===== src/rtl/vls_pkg.sv =====
// Shared types and constants for the vector load/store sequencer.
package vls_pkg;

   localparam int unsigned DW          = 32;
   localparam int unsigned AW          = 32;
   localparam int unsigned NUM_ELEM    = 8;
   localparam int unsigned RF_VBASE    = 8;
   localparam int unsigned ELEM_STRIDE = 4;
   localparam int unsigned IW          = 3;   // element index width
   localparam int unsigned NW          = 4;   // element count width (0..NUM_ELEM)

   typedef enum logic [2:0] {
      IDLE,
      S_RD,
      S_REQ,
      L_REQ,
      COMMIT,
      FIN
   } state_t;

   // Element count for a requested vector length: zero stays zero, large values clip.
   function automatic logic [NW-1:0] elem_count(input logic [31:0] vlen);
      if (vlen > 32'(NUM_ELEM)) return NW'(NUM_ELEM);
      return NW'(vlen);
   endfunction

endpackage


===== src/rtl/vls_sequencer.sv =====
// Vector load/store sequencer: steps the regfile vector banks against data memory,
// one element per memory transaction, with a registered load buffer committed in one pulse.
module vls_sequencer
   import vls_pkg::*;
(
   input  logic                   clk,
   input  logic                   rst,
   input  logic                   start,
   input  logic                   is_store,
   input  logic [1:0]             vreg_idx,
   input  logic [AW-1:0]          base_addr,
   input  logic [31:0]            vlen,
   output logic                   busy,
   output logic                   done,
   output logic                   err,
   output logic [4:0]             rf_cnt,
   output logic [4:0]             rf_raddr2,
   input  logic [DW-1:0]          rf_rdata,
   output logic                   rf_vwrite,
   output logic [4:0]             rf_vaddr,
   output logic [NUM_ELEM*DW-1:0] rf_vdata,
   output logic                   mem_req,
   output logic                   mem_we,
   output logic [AW-1:0]          mem_addr,
   output logic [DW-1:0]          mem_wdata,
   input  logic                   mem_ack,
   input  logic [DW-1:0]          mem_rdata
);

   state_t                 state, state_nx;
   logic [1:0]             vidx_q, vidx_nx;
   logic [AW-1:0]          base_q, base_nx;
   logic [NW-1:0]          n_q, n_nx, n_in;
   logic [IW-1:0]          i_q, i_nx;
   logic                   err_lat, err_lat_nx;
   logic [NUM_ELEM*DW-1:0] vbuf, vbuf_nx;

   logic                   busy_nx, done_nx, err_nx, rf_vwrite_nx, mem_req_nx, mem_we_nx;
   logic [4:0]             rf_cnt_nx, rf_raddr2_nx, rf_vaddr_nx;
   logic [AW-1:0]          mem_addr_nx;
   logic [DW-1:0]          mem_wdata_nx;
   logic                   last, store_phase;

   assign rf_vdata = vbuf;

   // Next state, datapath updates, and next values of the registered outputs.
   always_comb begin
      state_nx     = state;
      vidx_nx      = vidx_q;
      base_nx      = base_q;
      n_nx         = n_q;
      i_nx         = i_q;
      err_lat_nx   = err_lat;
      vbuf_nx      = vbuf;
      mem_wdata_nx = mem_wdata;
      n_in         = elem_count(vlen);
      last         = ({1'b0, i_q} == (n_q - NW'(1)));

      case (state)
         IDLE: begin
            if (start) begin
               vidx_nx    = vreg_idx;
               base_nx    = base_addr;
               n_nx       = n_in;
               i_nx       = '0;
               err_lat_nx = (vreg_idx == 2'd3);
               if (vreg_idx == 2'd3 || n_in == '0) begin
                  state_nx = FIN;
               end else if (is_store) begin
                  state_nx = S_RD;
               end else begin
                  vbuf_nx  = '0;
                  state_nx = L_REQ;
               end
            end
         end
         S_RD: begin
            mem_wdata_nx = rf_rdata;
            state_nx     = S_REQ;
         end
         S_REQ: begin
            if (mem_ack) begin
               if (last) begin
                  state_nx = FIN;
               end else begin
                  i_nx     = i_q + IW'(1);
                  state_nx = S_RD;
               end
            end
         end
         L_REQ: begin
            if (mem_ack) begin
               vbuf_nx[32'(i_q)*DW +: DW] = mem_rdata;
               if (last) state_nx = COMMIT;
               else      i_nx     = i_q + IW'(1);
            end
         end
         COMMIT:  state_nx = FIN;
         FIN:     state_nx = IDLE;
         default: state_nx = IDLE;
      endcase

      // Outputs are decoded from the next state so they line up with the state register.
      store_phase  = (state_nx == S_RD) || (state_nx == S_REQ);
      busy_nx      = (state_nx != IDLE);
      done_nx      = (state_nx == FIN);
      err_nx       = (state_nx == FIN) && err_lat_nx;
      rf_cnt_nx    = store_phase ? (5'(i_nx) + 5'd1) : 5'd0;
      rf_raddr2_nx = store_phase ? 5'(RF_VBASE + NUM_ELEM * 32'(vidx_nx)) : 5'd0;
      rf_vwrite_nx = (state_nx == COMMIT);
      rf_vaddr_nx  = (state_nx == COMMIT) ? 5'(vidx_nx) : 5'd0;
      mem_req_nx   = (state_nx == S_REQ) || (state_nx == L_REQ);
      mem_we_nx    = (state_nx == S_REQ);
      mem_addr_nx  = mem_req_nx ? (base_nx + AW'(ELEM_STRIDE) * AW'(i_nx)) : '0;
   end

   // State, datapath and output registers.
   always_ff @(posedge clk) begin
      if (rst) begin
         state     <= IDLE;
         vidx_q    <= '0;
         base_q    <= '0;
         n_q       <= '0;
         i_q       <= '0;
         err_lat   <= 1'b0;
         vbuf      <= '0;
         busy      <= 1'b0;
         done      <= 1'b0;
         err       <= 1'b0;
         rf_cnt    <= '0;
         rf_raddr2 <= '0;
         rf_vwrite <= 1'b0;
         rf_vaddr  <= '0;
         mem_req   <= 1'b0;
         mem_we    <= 1'b0;
         mem_addr  <= '0;
         mem_wdata <= '0;
      end else begin
         state     <= state_nx;
         vidx_q    <= vidx_nx;
         base_q    <= base_nx;
         n_q       <= n_nx;
         i_q       <= i_nx;
         err_lat   <= err_lat_nx;
         vbuf      <= vbuf_nx;
         busy      <= busy_nx;
         done      <= done_nx;
         err       <= err_nx;
         rf_cnt    <= rf_cnt_nx;
         rf_raddr2 <= rf_raddr2_nx;
         rf_vwrite <= rf_vwrite_nx;
         rf_vaddr  <= rf_vaddr_nx;
         mem_req   <= mem_req_nx;
         mem_we    <= mem_we_nx;
         mem_addr  <= mem_addr_nx;
         mem_wdata <= mem_wdata_nx;
      end
   end

endmodule


===== config.mk =====
export PLATFORM = sky130hd
export DESIGN_NAME = vls_sequencer
export DESIGN_NICKNAME = d
export VERILOG_FILES = /design/src/rtl/vls_pkg.sv /design/src/rtl/vls_sequencer.sv
export SDC_FILE = /design/constraint.sdc
export NUM_CORES = 1
export LEC_CHECK = 0
export ABC_AREA = 0
export CORE_ASPECT_RATIO = 2
export CORE_MARGIN = 10
export CORE_UTILIZATION = 45
export DETAILED_ROUTE_END_ITERATION = 10
export PLACE_DENSITY = 0.8
export SLEW_MARGIN = 25
export SYNTH_ARGS = -nofsm -noshare
export SYNTH_HDL_FRONTEND = slang
export SYNTH_SLANG_ARGS = --single-unit

===== constraint.sdc =====
create_clock -name clk -period 3.4 [get_ports clk]
set_input_delay 0.51 -clock clk [delete_from_list [all_inputs] [get_ports clk]]
set_output_delay 0.51 -clock clk [all_outputs]
set_load 0.01 [all_outputs]

==> results_dict.tcl, run 1 <==
set metrics [dict create \
    cts_setup_buffers 0 \
    cellLeakagePower_nw 7.39 \
    slowest_stage "dfxtp_2" \
    cpPeakStageDelay_ns 0.37 \
    syn_area_per_cell_um2 9.34 \
    ys_seq_area_frac 0.545 \
    fin_crit_sh 0.961 \
    layout-drive-gt1-share 0.0817 \
    drt-total-wl_um 56400 \
    fmaxAchievable_mhz 306 \
    cp.arrival_ns 3.71 \
    die_height_um 269 \
    rr_startpoint "n_q[0]" \
    finalWorstSetupSlack_ns 0.132 \
    drc 0 \
    start_util 0.453 \
    yosys_most_used_dff "dfxtp_1" \
    maxCapViolCount 0 \
    dp.cells 2253 \
    grt_pass1_vias 13300 \
    holdCritPathClass "in2reg" \
    relSlewSlack 0.471 \
    io_pins 476 \
    cts_root_buffer "clkbuf_16" \
    cts_tree "yes" \
    required_ns 3.85 \
    max-vdd-ir-drop_v 0.000488 \
    overflow 0 \
    r2r_cells 15 \
    antenna_found_initial 0 \
    detail_route.wl_per_cell_um 24.3 \
    dr.pass1.iters 6 \
    dpl.hpwl_um 41600 \
    die_area_um2 38800 \
    dr.first_iter.drc_count 873 \
    regToRegEndpoint "mem_addr[9]" \
    powerDensity_nw_per_um2 495 \
    rsz0062_at_grt "no" \
    synth.cell_area_um2 13900 \
    final_nets 2066 \
    status "completed" \
    vias_per_cell 5.74 \
    cts_buffers 35 \
    ys_warn_count 0 \
    fp-row-count 91 \
    num_vias 13300 \
    nFillCells 2448 \
    worstPathBufferInverterCount 2 \
    async_flop_share 0 \
    grt_pass1_wl_um 81400 \
    whs_path_depth 2 \
    syn_to_final_growth_pct 46.3 \
    worstSetupPathType "reg2reg" \
    fp.dieW_um 144 \
    hold_viol_final 0 \
    crit_family "compound AO/OA/AOI/OAI gates" \
    h-tree-depth 2 \
    synth_cells 1492 \
    endpoint_kind "flip-flop" \
    synth-seq-cells 379 \
    fin_cells 2318 \
    cp_common_cell "a21o_1" \
    max_slew.worst_pin.slew_ns 0.791 \
    reg2reg_slack_ns 0.13 \
    worstPathMaxFanout 5 \
    post_synth_num_cell_types 64 \
    dpl_worst_slack_ns -0.0124 \
    worstHoldStart "rst" \
    path_depth 15 \
    finalCriticalPeriod_ns 3.27 \
    grt_usage 0.275 \
    finClkSkew_ns 0.0214 \
    cts_sinks 379 \
    synth_edf_count 0 \
    io_buffers 468 \
    worstSetupStartpointType "flip-flop" \
    core_um2 30700 \
    p_total_mw 10.1 \
    place.gp.congestion 0.882 \
    cts_buffer_depth 3 \
    crit_chain "inv_1 -> ha_1 -> xnor2_1 -> a211o_1 -> a21o_1 -> nand2_1 -> mux2i_2 -> ha_1 -> a21o_1 -> a21o_1 -> buf_4 -> nand3_1 -> xnor2_1 -> nor2_1 -> a211oi_1" \
    antenna_left 0 \
    path_clk_slew_ns 0.07 \
    finalMaxSlewViolations 0 \
    holdPathEnd "i_q[2]" \
    clk_latency_ns 0.54 \
    setup_viol_count_final 0 \
    grt_max_degree 238 \
]
-- routing by layer --
layer | global-route usage | share of wire
met1 | 0.273 | 0.33
met2 | 0.496 | 0.53
met3 | 0.0721 | 0.078
met4 | 0.161 | 0.066
met5 | 0 | 0
-- cells in the final DEF (no fill, tap or decap), types with 3 or more instances in the layout --
cell type / count
and2_1: 11
nor4b_1: 3
nor3_1: 14
a211oi_1: 5
buf_12: 3
clkbuf_1: 4
a22o_1: 40
buf_4: 57
a31oi_4: 4
o22ai_1: 3
mux2i_1: 30
a21oi_1: 49
nor2b_1: 4
xor2_1: 22
nor4_1: 10
nor3b_1: 5
nor3_2: 3
clkinv_2: 8
dfxtp_1: 378
nand4_1: 8
nor2b_2: 4
a22oi_1: 219
ha_1: 11
clkbuf_8: 5
inv_6: 4
clkbuf_16: 35
nand3_1: 22
nand2_1: 108
and3_1: 4
conb_1: 7
bufinv_16: 5
nor2_1: 298
o21ai_0: 7
a21o_1: 7
clkdlybuf4s50_1: 467
xnor2_1: 13
inv_1: 15
nor4_2: 3
-- worst register-to-register path, delay by kind of cell (launching register included) --
family          cells  cell delay (ns)
simple gates        3             0.32
mux                 1             0.35
buf+inv             2             0.19
xor+xnor            2             0.30
fa+ha+maj           2             0.49
flops               1             0.37
compound gates      5             1.16
-- where the power goes --
part	switching [mW]	total (mW)	internal (mW)
registers	0.0739	4.64	4.57
logic	0.736	1.26	0.522
clock network	1.77	4.18	2.41
total	2.58	10.1	7.50
-- cell usage after synthesis (2+ instances only) --
| master | n | area share |
|---|---|---|
| a211o_1 | 2 | 0.0013 |
| a211oi_1 | 6 | 0.0032 |
| a21o_1 | 7 | 0.0038 |
| a21oi_1 | 51 | 0.018 |
| a22o_1 | 40 | 0.025 |
| a22oi_1 | 219 | 0.12 |
| a31oi_1 | 5 | 0.0022 |
| a32oi_1 | 3 | 0.0019 |
| and2_1 | 11 | 0.0049 |
| and3_1 | 4 | 0.0018 |
| and4b_1 | 2 | 0.0014 |
| buf_1 | 15 | 0.0040 |
| buf_2 | 21 | 0.0075 |
| buf_4 | 9 | 0.0049 |
| clkbuf_1 | 100 | 0.027 |
| dfxtp_1 | 379 | 0.54 |
| ha_1 | 11 | 0.0099 |
| inv_1 | 15 | 0.0040 |
| mux2i_1 | 31 | 0.022 |
| nand2_1 | 108 | 0.029 |
| nand3_1 | 22 | 0.0079 |
| nand3b_1 | 2 | 0.0011 |
| nand4_1 | 8 | 0.0036 |
| nor2_1 | 299 | 0.081 |
| nor2b_1 | 8 | 0.0036 |
| nor3_1 | 16 | 0.0057 |
| nor3b_1 | 6 | 0.0032 |
| nor4_1 | 12 | 0.0054 |
| nor4b_1 | 3 | 0.0019 |
| o21ai_0 | 7 | 0.0025 |
| o21bai_1 | 2 | 0.0011 |
| o22ai_1 | 3 | 0.0013 |
| xnor2_1 | 13 | 0.0082 |
| xor2_1 | 22 | 0.014 |
-- final cells by class --
cell class              count  area (um2)  area share
diodes                      1        2.50    0.000123
clock buffers              44         960      0.0471
clock inverters            19         244      0.0120
inverters                  16        60.1     0.00295
multi-input cells         958        5860       0.287
flip-flops and latches    379        7590       0.372
well taps                 372         465      0.0228
repair buffers            529        5200       0.255
-- state kept, by name, summed over array words and instances, names as in the netlist, 3 cells and up --
name / flops
base_q: 32
i_q: 3
mem_addr: 32
mem_wdata: 32
n_q: 4
rf_cnt: 4
rf_vdata: 256
state: 3
-- logic make-up after synthesis --
kind of cell               synth area share
xor gates and xnor gates             0.0220
adders and majority gates            0.0113
muxes                                0.0241
other                              0.000269
buffers and inverters                0.0477
AOI/OAI and AO/OA                     0.189
DFF                                   0.545
and+or+nand+nor                       0.161
-- worst max-delay path by stage --
stage	endpoint	slack, ns	from
final	mem_addr[9]	0.13	n_q[0]
after CTS	mem_addr[16]	0.02	n_q[0]
after detailed placement	mem_addr[31]	-0.01	start
after global routing	mem_addr[9]	0.005	n_q[0]
after global placement	mem_addr[31]	0.00009	start
after floorplan	mem_addr[28]	0.24	start
-- stage by stage --
stage	hold WS [ns]	cell area (um2)	utilization	setup TNS [ns]
6_report	0.353	20400	0.663	0
3_5_place_dp	0.447	19100	0.622	-0.0124
4_1_cts	0.348	20300	0.661	0
2_1_floorplan	0.444	14000	-	0
5_1_grt	0.367	20400	0.663	0
3_3_place_gp	0.441	19100	0.622	0
-- timing repair --
action / 4_1_cts / 5_1_grt
setup endpoints to repair: 0 / 12
resized for setup: 0 / 5
hold buffers: 0 / 0
Note: power is estimated with default switching activity, not from simulation.
==> inputs of run 2 (changes only) <==
--- a/config.mk
+++ b/config.mk
@@ -6,6 +6,7 @@
 export NUM_CORES = 1
 export LEC_CHECK = 0
 export ABC_AREA = 0
+export CAP_MARGIN = 30
 export CORE_ASPECT_RATIO = 2
 export CORE_MARGIN = 10
 export CORE_UTILIZATION = 45
==> results of run 2 <==
Same layout as run 1: the final DEF is identical, and so are final timing and power.
